**src/rtl/dma_pkg.sv**
```systemverilog
// Shared DMA definitions: mode-word field positions, field encodings and default
// slave register addresses.
package dma_pkg;

    localparam int MODE_TT_LSB   = 0;
    localparam int MODE_AUTOINIT = 2;
    localparam int MODE_DEC      = 3;
    localparam int MODE_SVC_LSB  = 4;

    typedef enum logic [1:0] {
        XFER_VERIFY  = 2'b00,
        XFER_WRITE   = 2'b01,
        XFER_READ    = 2'b10,
        XFER_ILLEGAL = 2'b11
    } xfer_type_e;

    typedef enum logic [1:0] {
        SVC_DEMAND  = 2'b00,
        SVC_SINGLE  = 2'b01,
        SVC_BLOCK   = 2'b10,
        SVC_CASCADE = 2'b11
    } svc_mode_e;

    localparam int DEFAULT_MODE_ADDR  = 11;
    localparam int DEFAULT_CLEAR_ADDR = 13;

endpackage

```
**src/rtl/dma_mode_regfile_if.sv**
```systemverilog
// CPU slave bus of the DMA mode register file (8237-style strobes, active low).
interface dma_mode_regfile_if #(
    parameter int ADDR_W = 4,
    parameter int DATA_W = 8
);
    logic              cs_n;
    logic [ADDR_W-1:0] address_in;
    logic              IOR;
    logic              IOW;
    logic [DATA_W-1:0] data_in;
    logic [DATA_W-1:0] data_out;
    logic              data_oe;

    modport master (
        output cs_n, address_in, IOR, IOW, data_in,
        input  data_out, data_oe
    );

    modport slave (
        input  cs_n, address_in, IOR, IOW, data_in,
        output data_out, data_oe
    );
endinterface

```
**src/rtl/dma_strobe_edge.sv**
```systemverilog
// One-shot and release detector for an active-low bus strobe: fire on the first
// qualified cycle, done_pulse on the edge where the strobe returns high after one.
module dma_strobe_edge (
    input  logic clk,
    input  logic rst_n,
    input  logic strobe_n,
    input  logic qual,
    output logic fire,
    output logic done_pulse
);
    logic seen;

    always_ff @(posedge clk or negedge rst_n) begin
        if (!rst_n)        seen <= 1'b0;
        else if (strobe_n) seen <= 1'b0;
        else if (qual)     seen <= 1'b1;
    end

    assign fire       = qual & ~seen;
    assign done_pulse = strobe_n & seen;
endmodule

```
**src/rtl/dma_mode_regfile.sv**
```systemverilog
// Per-channel DMA mode register file with master clear, sequential read-back and
// auto-init reload strobe. Define MODE_LOCK_EN to defer writes to busy channels.
module dma_mode_regfile
    import dma_pkg::*;
#(
    parameter int                NUM_CH     = 4,
    parameter int                CH_W       = $clog2(NUM_CH),
    parameter int                MODE_W     = 6,
    parameter int                ADDR_W     = 4,
    parameter int                MODE_ADDR  = DEFAULT_MODE_ADDR,
    parameter int                CLEAR_ADDR = DEFAULT_CLEAR_ADDR,
    parameter logic [MODE_W-1:0] RESET_MODE = '0,
    parameter int                M2M_SRC_CH = 0,
    parameter int                M2M_DST_CH = 1
) (
    input  logic                clk,
    input  logic                rst_n,
    dma_mode_regfile_if.slave   bus,
    input  logic [CH_W-1:0]     ch_select,
    input  logic                mem2mem,
    input  logic                flag_mem,
    input  logic                tc,
    input  logic [NUM_CH-1:0]   busy,
    output logic [MODE_W-1:0]   mode_out,
    output logic                autoinit_reload
);
    logic [MODE_W-1:0] mode     [NUM_CH];
    logic [MODE_W-1:0] mode_ext [2**CH_W];
    logic [CH_W-1:0]   ptr;

    logic [CH_W-1:0]   wr_ch;
    logic [MODE_W-1:0] wr_mode;
    logic              wr_qual, rd_qual, wr_fire, rd_done, unused_wr_done;
    logic              wr_ch_ok, wr_hit, clr_hit;

    assign wr_ch   = bus.data_in[CH_W-1:0];
    assign wr_mode = bus.data_in[MODE_W+CH_W-1:CH_W];
    assign wr_qual = ~bus.cs_n & ~bus.IOW & bus.IOR;
    assign rd_qual = ~bus.cs_n & ~bus.IOR & bus.IOW
                   & (bus.address_in == ADDR_W'(MODE_ADDR));

    dma_strobe_edge u_iow_edge (
        .clk(clk), .rst_n(rst_n), .strobe_n(bus.IOW), .qual(wr_qual),
        .fire(wr_fire), .done_pulse(unused_wr_done)
    );

    dma_strobe_edge u_ior_edge (
        .clk(clk), .rst_n(rst_n), .strobe_n(bus.IOR), .qual(rd_qual),
        .fire(), .done_pulse(rd_done)
    );

    // Pad the store to the full index range so every channel index is a legal select.
    for (genvar g = 0; g < 2**CH_W; g++) begin : g_ext
        if (g < NUM_CH) begin : g_real
            assign mode_ext[g] = mode[g];
        end else begin : g_pad
            assign mode_ext[g] = RESET_MODE;
        end
    end

    if (NUM_CH == 2**CH_W) begin : g_ch_full
        assign wr_ch_ok = 1'b1;
    end else begin : g_ch_part
        assign wr_ch_ok = (wr_ch < CH_W'(NUM_CH));
    end

    assign clr_hit = wr_fire & (bus.address_in == ADDR_W'(CLEAR_ADDR));
    assign wr_hit  = wr_fire & (bus.address_in == ADDR_W'(MODE_ADDR)) & wr_ch_ok;

`ifdef MODE_LOCK_EN
    logic              pend_valid;
    logic [CH_W-1:0]   pend_ch;
    logic [MODE_W-1:0] pend_mode;
`else
    logic unused_busy;
    assign unused_busy = ^busy;
`endif

    always_ff @(posedge clk or negedge rst_n) begin
        if (!rst_n) begin
            mode            <= '{default: RESET_MODE};
            ptr             <= '0;
            autoinit_reload <= 1'b0;
`ifdef MODE_LOCK_EN
            pend_valid      <= 1'b0;
            pend_ch         <= '0;
            pend_mode       <= '0;
`endif
        end else begin
            // mode_out still reflects the pre-write mode on this edge
            autoinit_reload <= tc & mode_out[MODE_AUTOINIT];
            if (clr_hit) begin
                mode <= '{default: RESET_MODE};
                ptr  <= '0;
`ifdef MODE_LOCK_EN
                pend_valid <= 1'b0;
`endif
            end else begin
                if (rd_done)
                    ptr <= (ptr == CH_W'(NUM_CH - 1)) ? '0 : ptr + CH_W'(1);
`ifdef MODE_LOCK_EN
                // Drain first so a new write on the same edge wins both the slot and the register.
                if (pend_valid && !busy[pend_ch]) begin
                    mode[pend_ch] <= pend_mode;
                    pend_valid    <= 1'b0;
                end
                if (wr_hit) begin
                    if (busy[wr_ch]) begin
                        pend_valid <= 1'b1;
                        pend_ch    <= wr_ch;
                        pend_mode  <= wr_mode;
                    end else begin
                        mode[wr_ch] <= wr_mode;
                    end
                end
`else
                if (wr_hit)
                    mode[wr_ch] <= wr_mode;
`endif
            end
        end
    end

    always_comb begin
        mode_out = mode_ext[ch_select];
        if (mem2mem)
            mode_out = flag_mem ? mode_ext[M2M_SRC_CH] : mode_ext[M2M_DST_CH];
    end

    assign bus.data_oe  = rd_qual & rst_n;
    assign bus.data_out = bus.data_oe ? {mode_ext[ptr], ptr} : '0;
endmodule

```
**src/flat_wrapper.sv**
```systemverilog
// flat-port wrapper written by rule: the top's interface ports become plain ports
module dma_mode_regfile_flat import dma_pkg::*;
#(
    parameter int                NUM_CH     = 4,
    parameter int                CH_W       = $clog2(NUM_CH),
    parameter int                MODE_W     = 6,
    parameter int                ADDR_W     = 4,
    parameter int                MODE_ADDR  = DEFAULT_MODE_ADDR,
    parameter int                CLEAR_ADDR = DEFAULT_CLEAR_ADDR,
    parameter logic [MODE_W-1:0] RESET_MODE = '0,
    parameter int                M2M_SRC_CH = 0,
    parameter int                M2M_DST_CH = 1
)
  (clk, rst_n, ch_select, mem2mem, flag_mem, tc, busy, mode_out, autoinit_reload, bus_cs_n, bus_address_in, bus_IOR, bus_IOW, bus_data_in, bus_data_out, bus_data_oe);
  dma_mode_regfile_if #(.ADDR_W(ADDR_W), .DATA_W(8)) bus_i ();
  input  logic clk;
  input  logic rst_n;
  input  logic [CH_W-1:0] ch_select;
  input  logic mem2mem;
  input  logic flag_mem;
  input  logic tc;
  input  logic [NUM_CH-1:0] busy;
  output logic [MODE_W-1:0] mode_out;
  output logic autoinit_reload;
  input wire logic [$bits(bus_i.cs_n)-1:0] bus_cs_n;
  input wire logic [$bits(bus_i.address_in)-1:0] bus_address_in;
  input wire logic [$bits(bus_i.IOR)-1:0] bus_IOR;
  input wire logic [$bits(bus_i.IOW)-1:0] bus_IOW;
  input wire logic [$bits(bus_i.data_in)-1:0] bus_data_in;
  output wire logic [$bits(bus_i.data_out)-1:0] bus_data_out;
  output wire logic [$bits(bus_i.data_oe)-1:0] bus_data_oe;
  assign bus_i.cs_n = bus_cs_n;
  assign bus_i.address_in = bus_address_in;
  assign bus_i.IOR = bus_IOR;
  assign bus_i.IOW = bus_IOW;
  assign bus_i.data_in = bus_data_in;
  assign bus_data_out = bus_i.data_out;
  assign bus_data_oe = bus_i.data_oe;
  dma_mode_regfile #(.NUM_CH(NUM_CH), .CH_W(CH_W), .MODE_W(MODE_W), .ADDR_W(ADDR_W), .MODE_ADDR(MODE_ADDR), .CLEAR_ADDR(CLEAR_ADDR), .RESET_MODE(RESET_MODE), .M2M_SRC_CH(M2M_SRC_CH), .M2M_DST_CH(M2M_DST_CH)) u_core (.clk(clk), .rst_n(rst_n), .bus(bus_i), .ch_select(ch_select), .mem2mem(mem2mem), .flag_mem(flag_mem), .tc(tc), .busy(busy), .mode_out(mode_out), .autoinit_reload(autoinit_reload));
endmodule
```
**config.mk**
```make
export PLATFORM = sky130hd
export DESIGN_NAME = dma_mode_regfile_flat
export DESIGN_NICKNAME = d
export VERILOG_FILES = /design/src/rtl/dma_pkg.sv /design/src/rtl/dma_mode_regfile_if.sv /design/src/rtl/dma_strobe_edge.sv /design/src/rtl/dma_mode_regfile.sv /design/src/flat_wrapper.sv
export SDC_FILE = /design/constraint.sdc
export NUM_CORES = 1
export LEC_CHECK = 0
export CAP_MARGIN = 10
export CORE_AREA = 3 3 78 72
export CTS_BUF_LIST = sky130_fd_sc_hd__clkbuf_16
export DETAILED_ROUTE_END_ITERATION = 7
export DIE_AREA = 0 0 81 75
export SLEW_MARGIN = 0
export SYNTH_ARGS = -nofsm -noshare
export SYNTH_HDL_FRONTEND = slang
export SYNTH_SLANG_ARGS = --single-unit
```
**constraint.sdc**
```tcl
create_clock -name clk -period 1.9 [get_ports clk]
set_clock_uncertainty 0.05 [all_clocks]
set_input_delay 0.285 -clock clk [delete_from_list [all_inputs] [get_ports clk]]
set_output_delay 0.285 -clock clk [all_outputs]
set_load 0.01 [all_outputs]
```
==> results of run 1 <==
-- stage by stage --
step	setup WS [ns]	hold slack, ns	area [um^2]	instances	power [W]
after floorplan	0.136	-0.0606	1830	171	0.000836
after global placement	-0.521	0.454	2490	291	0.000983
after detailed placement	-0.527	0.467	2490	291	0.000996
after CTS	0.000744	0.130	2730	310	0.00191
after global routing	-0.0400	0.180	2740	313	0.00197
final	0.0179	0.120	2740	313	0.00190
-- per-layer routing --
layer | part of all wire, % | GRT usage (%)
met4 | 1.4 | 7.13
met5 | 0 | 0
met1 | 41 | 25.4
met2 | 50 | 31.8
met3 | 7.4 | 3.23
-- critical path, delay by kind of cell (launching register included) --
kind / cells / cell delay, ns
flops: 1 / 0.40
simple gates: 1 / 0.14
mux: 1 / 0.48
buf+inv: 2 / 0.25
-- worst max path at each step --
stage | start | end | slack, ns | cells after the start
after floorplan | u_core.ptr[0]$_DFFE_PN0P_ | bus_data_out[2] | 0.14 | 3
after global placement | ch_select[0] | mode_out[2] | -0.52 | 6
after detailed placement | ch_select[0] | mode_out[2] | -0.53 | 6
after CTS | u_core.mode[15]$_DFFE_PN0P_ | mode_out[3] | 0.0007 | 4
after global routing | u_core.ptr[0]$_DFFE_PN0P_ | bus_data_out[5] | -0.04 | 4
final | u_core.ptr[0]$_DFFE_PN0P_ | bus_data_out[6] | 0.02 | 4
-- where the power goes --
group	total [W]	switching, W	leakage (nW)	internal, W
combinational	0.000345	0.000144	0.844	0.000201
clock	0.000863	0.000256	0.0826	0.000607
sequential	0.000687	0.0000370	0.398	0.000650
total	0.00190	0.000436	1.33	0.00146
-- timing repair --
action                     4_1_cts  5_1_grt
cloned                           1        0
pin swaps                        4        1
resized for setup               65       13
setup endpoints to repair       25       25
setup buffers                   10        3
-- cell usage after synthesis (3+ instances only) --
cell      number  area (um^2)
dfrtp_1       29          726
mux2i_1       25          250
o21ai_0       21          105
a21oi_1       14         70.1
nor2_1        13         48.8
mux4_2        12          270
clkbuf_1       9         33.8
inv_1          8         30.0
nand4_1        7         43.8
nor2b_1        7         43.8
o31ai_1        6         45.0
nand2_1        3         11.3
nand4b_1       3         26.3
-- cell type report --
cell class / instances / area share (%)
Timing Repair Buffer: 81 / 25.5
Multi-Input combinational cell: 122 / 38.0
Tap cell: 65 / 2.97
Sequential cell: 29 / 26.5
Inverter: 8 / 1.10
Clock buffer: 5 / 4.57
Clock inverter: 3 / 1.37
-- registers in the layout (all words and copies together) (netlist names) --
register / flops
u_core.mode: 24
u_core.u_ior_edge.seen: 1
u_core.autoinit_reload: 1
u_core.u_iow_edge.seen: 1
u_core.ptr: 2
-- cells in the final DEF (no fill, tap or decap), drive strengths merged, types with 2 or more instances in the layout --
| cell | instances |
|---|---|
| mux4 | 12 |
| dlygate4sd2 | 8 |
| nor2 | 13 |
| a21oi | 14 |
| clkdlybuf4s15 | 2 |
| nor2b | 7 |
| dfrtp | 29 |
| inv | 9 |
| nand4b | 3 |
| clkdlybuf4s50 | 12 |
| mux2i | 25 |
| nand2 | 3 |
| buf | 52 |
| nand4 | 7 |
| clkbuf | 11 |
| o21ai | 21 |
| o31ai | 6 |
-- cell families after synthesis --
group / Yosys count / share of synthesized area (%)
and+or+nand+nor: 41 / 13.9
DFF: 29 / 39.6
AOI/OAI and AO/OA: 43 / 12.8
buffers and inverters: 20 / 4.58
muxes: 37 / 28.4
adders and majority gates: 1 / 0.683
==> summary.md, run 1 <==
| Metric | Value |
|---|---|
| Status | `complete, no violations` |
| Routed Wire Length | `around 5.4 mm` |
| Final Hold Viols | `0` |
| Ordered cell list for the critical path | `buf_12 -> mux4_2 -> nor2b_1 -> buf_2` |
| Synthesis Warnings | `0` |
| Vias in the first global route | `~1700` |
| Data required, critical path | `1.56 ns` |
| FMAX | `around 530 MHz` |
| DR pass1 iterations | `5` |
| Global-route wire length before repair | `between 8 and 9 mm` |
| WS Path Type | `reg2out` |
| Vias per std cell | `around 5.4` |
| Top-Level Pins | `42` |
| ANT nets after route | `0` |
| Initial antenna violation count | `0` |
| Buffers added on ports | `37` |
| Ys flop type | `dfrtp_1` |
| Hold Buf Count CTS | `0` |
| Sequential fraction of the synthesis area | `between 30 and 40%` |
| Startpoint type of the worst setup path | `flip-flop` |
| P_leak | `roughly 1.3 nW` |
| Worst-path clk slew | `around 0.050 ns` |
| GRT Overall Usage | `19.2%` |
| CTS tree | `done` |
| DRC viols | `0` |
| Layout cell share with drive strength beyond 1 | `approximately a third` |
| Largest net degree at the start of global routing | `30` |
| Vias | `around 1700` |
| Minimum clock period | `between 1.5 and 2 ns` |
| PwrDens | `about 690 mW/mm^2` |
| Seq cells post-synth | `29` |
| Root Buffer | `clkbuf_16` |
| Chip Width | `81 um` |
| Site row count | `24` |
| Post-synth EDFFs | `0` |
| FILL cells | `about 440` |
| Flop-to-flop setup slack | `about 0.070 ns` |
| Setup violations, final | `0` |
| ANT cells | `0` |
| Clock Tree Buf Depth | `2` |
| Synth Net Count | `between 150 and 200` |
| CTS Sinks | `29` |
| Die Area | `a little over 0.006 mm^2` |
| Arrival @ worst endpoint | `1.55 ns` |
| R2R depth | `4` |
| Worst-margin pin slew | `between 0.4 and 0.5 ns` |
| Area occupied by multi-input gates | `a little over 0.001 mm^2` |
| Syn Area/Cell | `between 10 and 15 um^2` |
| Vert. Die Dim | `between 70 and 80 um` |
| Dpl hpwl | `between 3 and 4 mm` |
| Register area | `roughly 730 um^2` |
| Nature of the critical path endpoint | `output port` |
| H-tree depth | `2` |
| Slowest CP cell | `mux4_2` |
| Area added between synthesis and finish | `49.5%` |
| GRT overflow | `0` |
| Worst R2R Start | `u_core.u_iow_edge.seen$_DFFE_PN0P_` |
| Utilization after layout | `around 56%` |
| Initial Util | `roughly 38%` |
| Slew Limit Fails | `0` |
| Routability cong. | `roughly 0.83` |
| Final Cycle Share | `between 90% and 100%` |
| VDD IR max | `0.530 mV` |
| Worst rel slew slack | `~73%` |
| Async SR Flop Fraction | `100%` |
| Worst hold path class | `in2async` |
| Post-Synthesis Cells | `about 170` |
| Nets | `about 270` |
| Crit-path max FO | `4` |
| Initial DRC Count | `slightly above 90` |
| RSZ-0062 raised after global routing | `true` |
| Total CTS buffers | `5` |
| RR Endpoint | `u_core.mode[19]$_DFFE_PN0P_` |
| WL/cell | `roughly 17 um` |
| Netlist Area Pre-Place | `between 0.0015 and 0.002 mm^2` |
| Setup TNS | `0 ns` |
| Clk_lat worst skew | `~0.27 ns` |
| CORE AREA | `between 0.004 and 0.005 mm^2` |
| Peak per-stage delay on the critical path | `about 0.48 ns` |
| Max_cap viols | `0` |
| Post-synthesis cell type count | `27` |
No activity file was read; power rests on OpenSTA's default activity.
==> run 2, diff against run 1 <==
Settings changed: TNS_END_PERCENT from default to 50.
==> run 2 against run 1 <==
Against the previous run: fmax is 0.34% lower; first-iteration DRC count increased by 3.2%; combinational power barely moved; largest power group unchanged.
==> summary.md, run 2 (synthesized netlist as in run 1, its figures left out) <==
| Metric | Value |
|---|---|
| Routed Wire Length | `5.43 mm (+0.71%)` |
| Area added between synthesis and finish | `49.7%` |
| Utilization after layout | `56.4% (+0.077 points)` |
| Flop-to-flop setup slack | `0.06 ns (about the same)` |
| Crit-path max FO | `3 (-1)` |
| Largest registers | `u_core.mode (24), u_core.ptr (2)` |
| Max_cap viols | `0 (unchanged)` |
| Initial DRC Count | `96 (+3.2%)` |
| ANT nets after route | `0 (unchanged)` |
| Worst path buffer plus inverter count | `2 (unchanged)` |
| Minimum clock period | `1.89 ns (+0.00641 ns)` |
| Global-route wire length before repair | `8.51 mm (-0.16%)` |
| Chip Width | `81 um (unchanged)` |
| DRC viols | `0 (unchanged)` |
| Setup violations, final | `0 (unchanged)` |
| ANT cells | `0 (unchanged)` |
| Clock Tree Buf Depth | `2 (unchanged)` |
| FILL cells | `445 (+0.45%)` |
| Peak per-stage delay on the critical path | `0.43 ns (-0.05 ns)` |
| CTS Sinks | `29 (unchanged)` |
| Top-Level Pins | `42 (unchanged)` |
| Layout cell share with drive strength beyond 1 | `34.1% (+0.27 points)` |
| H-tree depth | `2 (unchanged)` |
| Nature of the critical path endpoint | `output port` |
| CTS tree | `done` |
| RSZ-0062 raised after global routing | `true` |
| Worst-path clk slew | `0.05 ns (about the same)` |
| Post-Place Cells | `291 (unchanged)` |
| FMAX | `530 MHz (-0.34%)` |
| Dpl hpwl | `3.87 mm (unchanged)` |
| Largest register by flop count | `u_core.mode` |
| Non-Filler Instances | `314 (+0.32%)` |
| Total CTS buffers | `5 (unchanged)` |
| Vias | `1683 (unchanged)` |
| Slew Limit Fails | `0 (unchanged)` |
| Vias in the first global route | `1656 (-0.060%)` |
| WS Path Type | `reg2out` |
| Vias per std cell | `5.36 (-0.32%)` |
| Site row count | `24 (unchanged)` |
| VDD IR max | `0.532 mV (+0.42%)` |
| GRT Overall Usage | `19.1% (-0.026 points)` |
| Hold Buf Count CTS | `0 (unchanged)` |
| Buffers added on ports | `37 (unchanged)` |
| Final Cycle Share | `99.4% (+0.34 points)` |
| Worst-margin pin slew | `0.408 ns (+0.00523 ns)` |
| Setup TNS | `0 ns (unchanged)` |
| Root Buffer | `clkbuf_16` |
| Worst hold path class | `in2async` |
| Status | `complete, no violations` |
| Most common cell after layout, fill and taps aside | `buf_4` |
| Max reg flops | `24 (unchanged)` |
| Data required, critical path | `1.56 ns (about the same)` |
| PwrDens | `693 mW/mm^2 (+0.10%)` |
| Arrival @ worst endpoint | `1.55 ns (about the same)` |
| Slowest CP cell | `dfrtp_1` |
| CORE AREA | `0.00486 mm^2 (unchanged)` |
| Post-route cell area | `0.00274 mm^2 (+0.14%)` |
| Top delay family on crit path | `flip-flops` |
| Initial Util | `37.7% (unchanged)` |
| Placed inst area | `0.00249 mm^2 (unchanged)` |
| DR pass1 iterations | `4 (-1)` |
| P_leak | `1.34 nW (+0.80%)` |
| Commonest non-fill, non-tap cells in the layout | `buf_4, dfrtp_1, mux2i_1` |
| Worst rel slew slack | `72.7% (-0.35 points)` |
| Die Area | `0.00608 mm^2 (unchanged)` |
| Largest net degree at the start of global routing | `30 (unchanged)` |
| Routability cong. | `0.830 (unchanged)` |
| Ordered cell list for the critical path | `buf_4 -> mux4_2 -> nor2b_1 -> buf_2` |
| GRT overflow | `0 (unchanged)` |
| Initial antenna violation count | `0 (unchanged)` |
| Vert. Die Dim | `75 um (unchanged)` |
| Startpoint type of the worst setup path | `flip-flop` |
| Nets | `275 (+0.36%)` |
| Total power | `0.00190 W (+0.24%)` |
| WL/cell | `17.3 um (+0.38%)` |
| Clk_lat worst skew | `0.27 ns (about the same)` |
| Final Hold Viols | `0 (unchanged)` |
## run 2: changes by cell type in the layout (fill, tap and decap cells not counted), sizes merged
cell	delta
buf	+1
dlygate4sd2	-1
dlymetal6s2s	+1
## run 2: area by class of cell
class                      instances  area (um^2)  area share, %
tap                               65         81.3           2.97
clock inverter                     3         37.5           1.37
inverter                           8         30.0           1.09
sequential                        29          727           26.5
timing repair buffer              82          702           25.6
multi-input combinational        122         1040           37.9
clock buffer                       5          125           4.56
## run 2: timing repair
item,4_1_cts,5_1_grt
gates cloned,1,0
gates resized for setup,63,13
pin swaps,3,1
setup endpoints to repair,25,29
buffers inserted,10,4
## run 2: final timing paths
check | depth (start not counted) | startpoint | endpoint
min in group clk | 3 | bus_IOW | u_core.u_iow_edge.seen$_DFFE_PN0P_
max | 4 | u_core.mode[19]$_DFFE_PN0P_ | bus_data_out[3]
min | 2 | rst_n | u_core.mode[15]$_DFFE_PN0P_
min reg2reg | 2 | u_core.u_ior_edge.seen$_DFFE_PN0P_ | u_core.u_ior_edge.seen$_DFFE_PN0P_
max in group asynchronous | 2 | rst_n | u_core.ptr[0]$_DFFE_PN0P_
max reg2reg | 4 | u_core.u_iow_edge.seen$_DFFE_PN0P_ | u_core.mode[19]$_DFFE_PN0P_
## run 2: per-layer routing
metal / wire (um) / global-route usage [%] / part of all wire, %
met1: 2330 / 25.3 / 43
met2: 2750 / 31.8 / 51
met3: 270 / 3.23 / 5.0
met4: 78 / 7.13 / 1.4
met5: 0 / 0 / 0
## run 2: stage by stage
| step | worst slack [ns] | hold slack (ns) |
|---|---|---|
| 2_1_floorplan | 0.136 | -0.0606 |
| 3_3_place_gp | -0.521 | 0.454 |
| 3_5_place_dp | -0.527 | 0.467 |
| 4_1_cts | -0.000865 | 0.130 |
| 5_1_grt | -0.0400 | 0.180 |
| 6_report | 0.0115 | 0.121 |
## run 2: power by group
part           switching (W)  total (W)  internal (W)
combinational       0.000145   0.000348      0.000203
sequential         0.0000365   0.000687      0.000650
clock               0.000258   0.000865      0.000607
total               0.000439    0.00190       0.00146
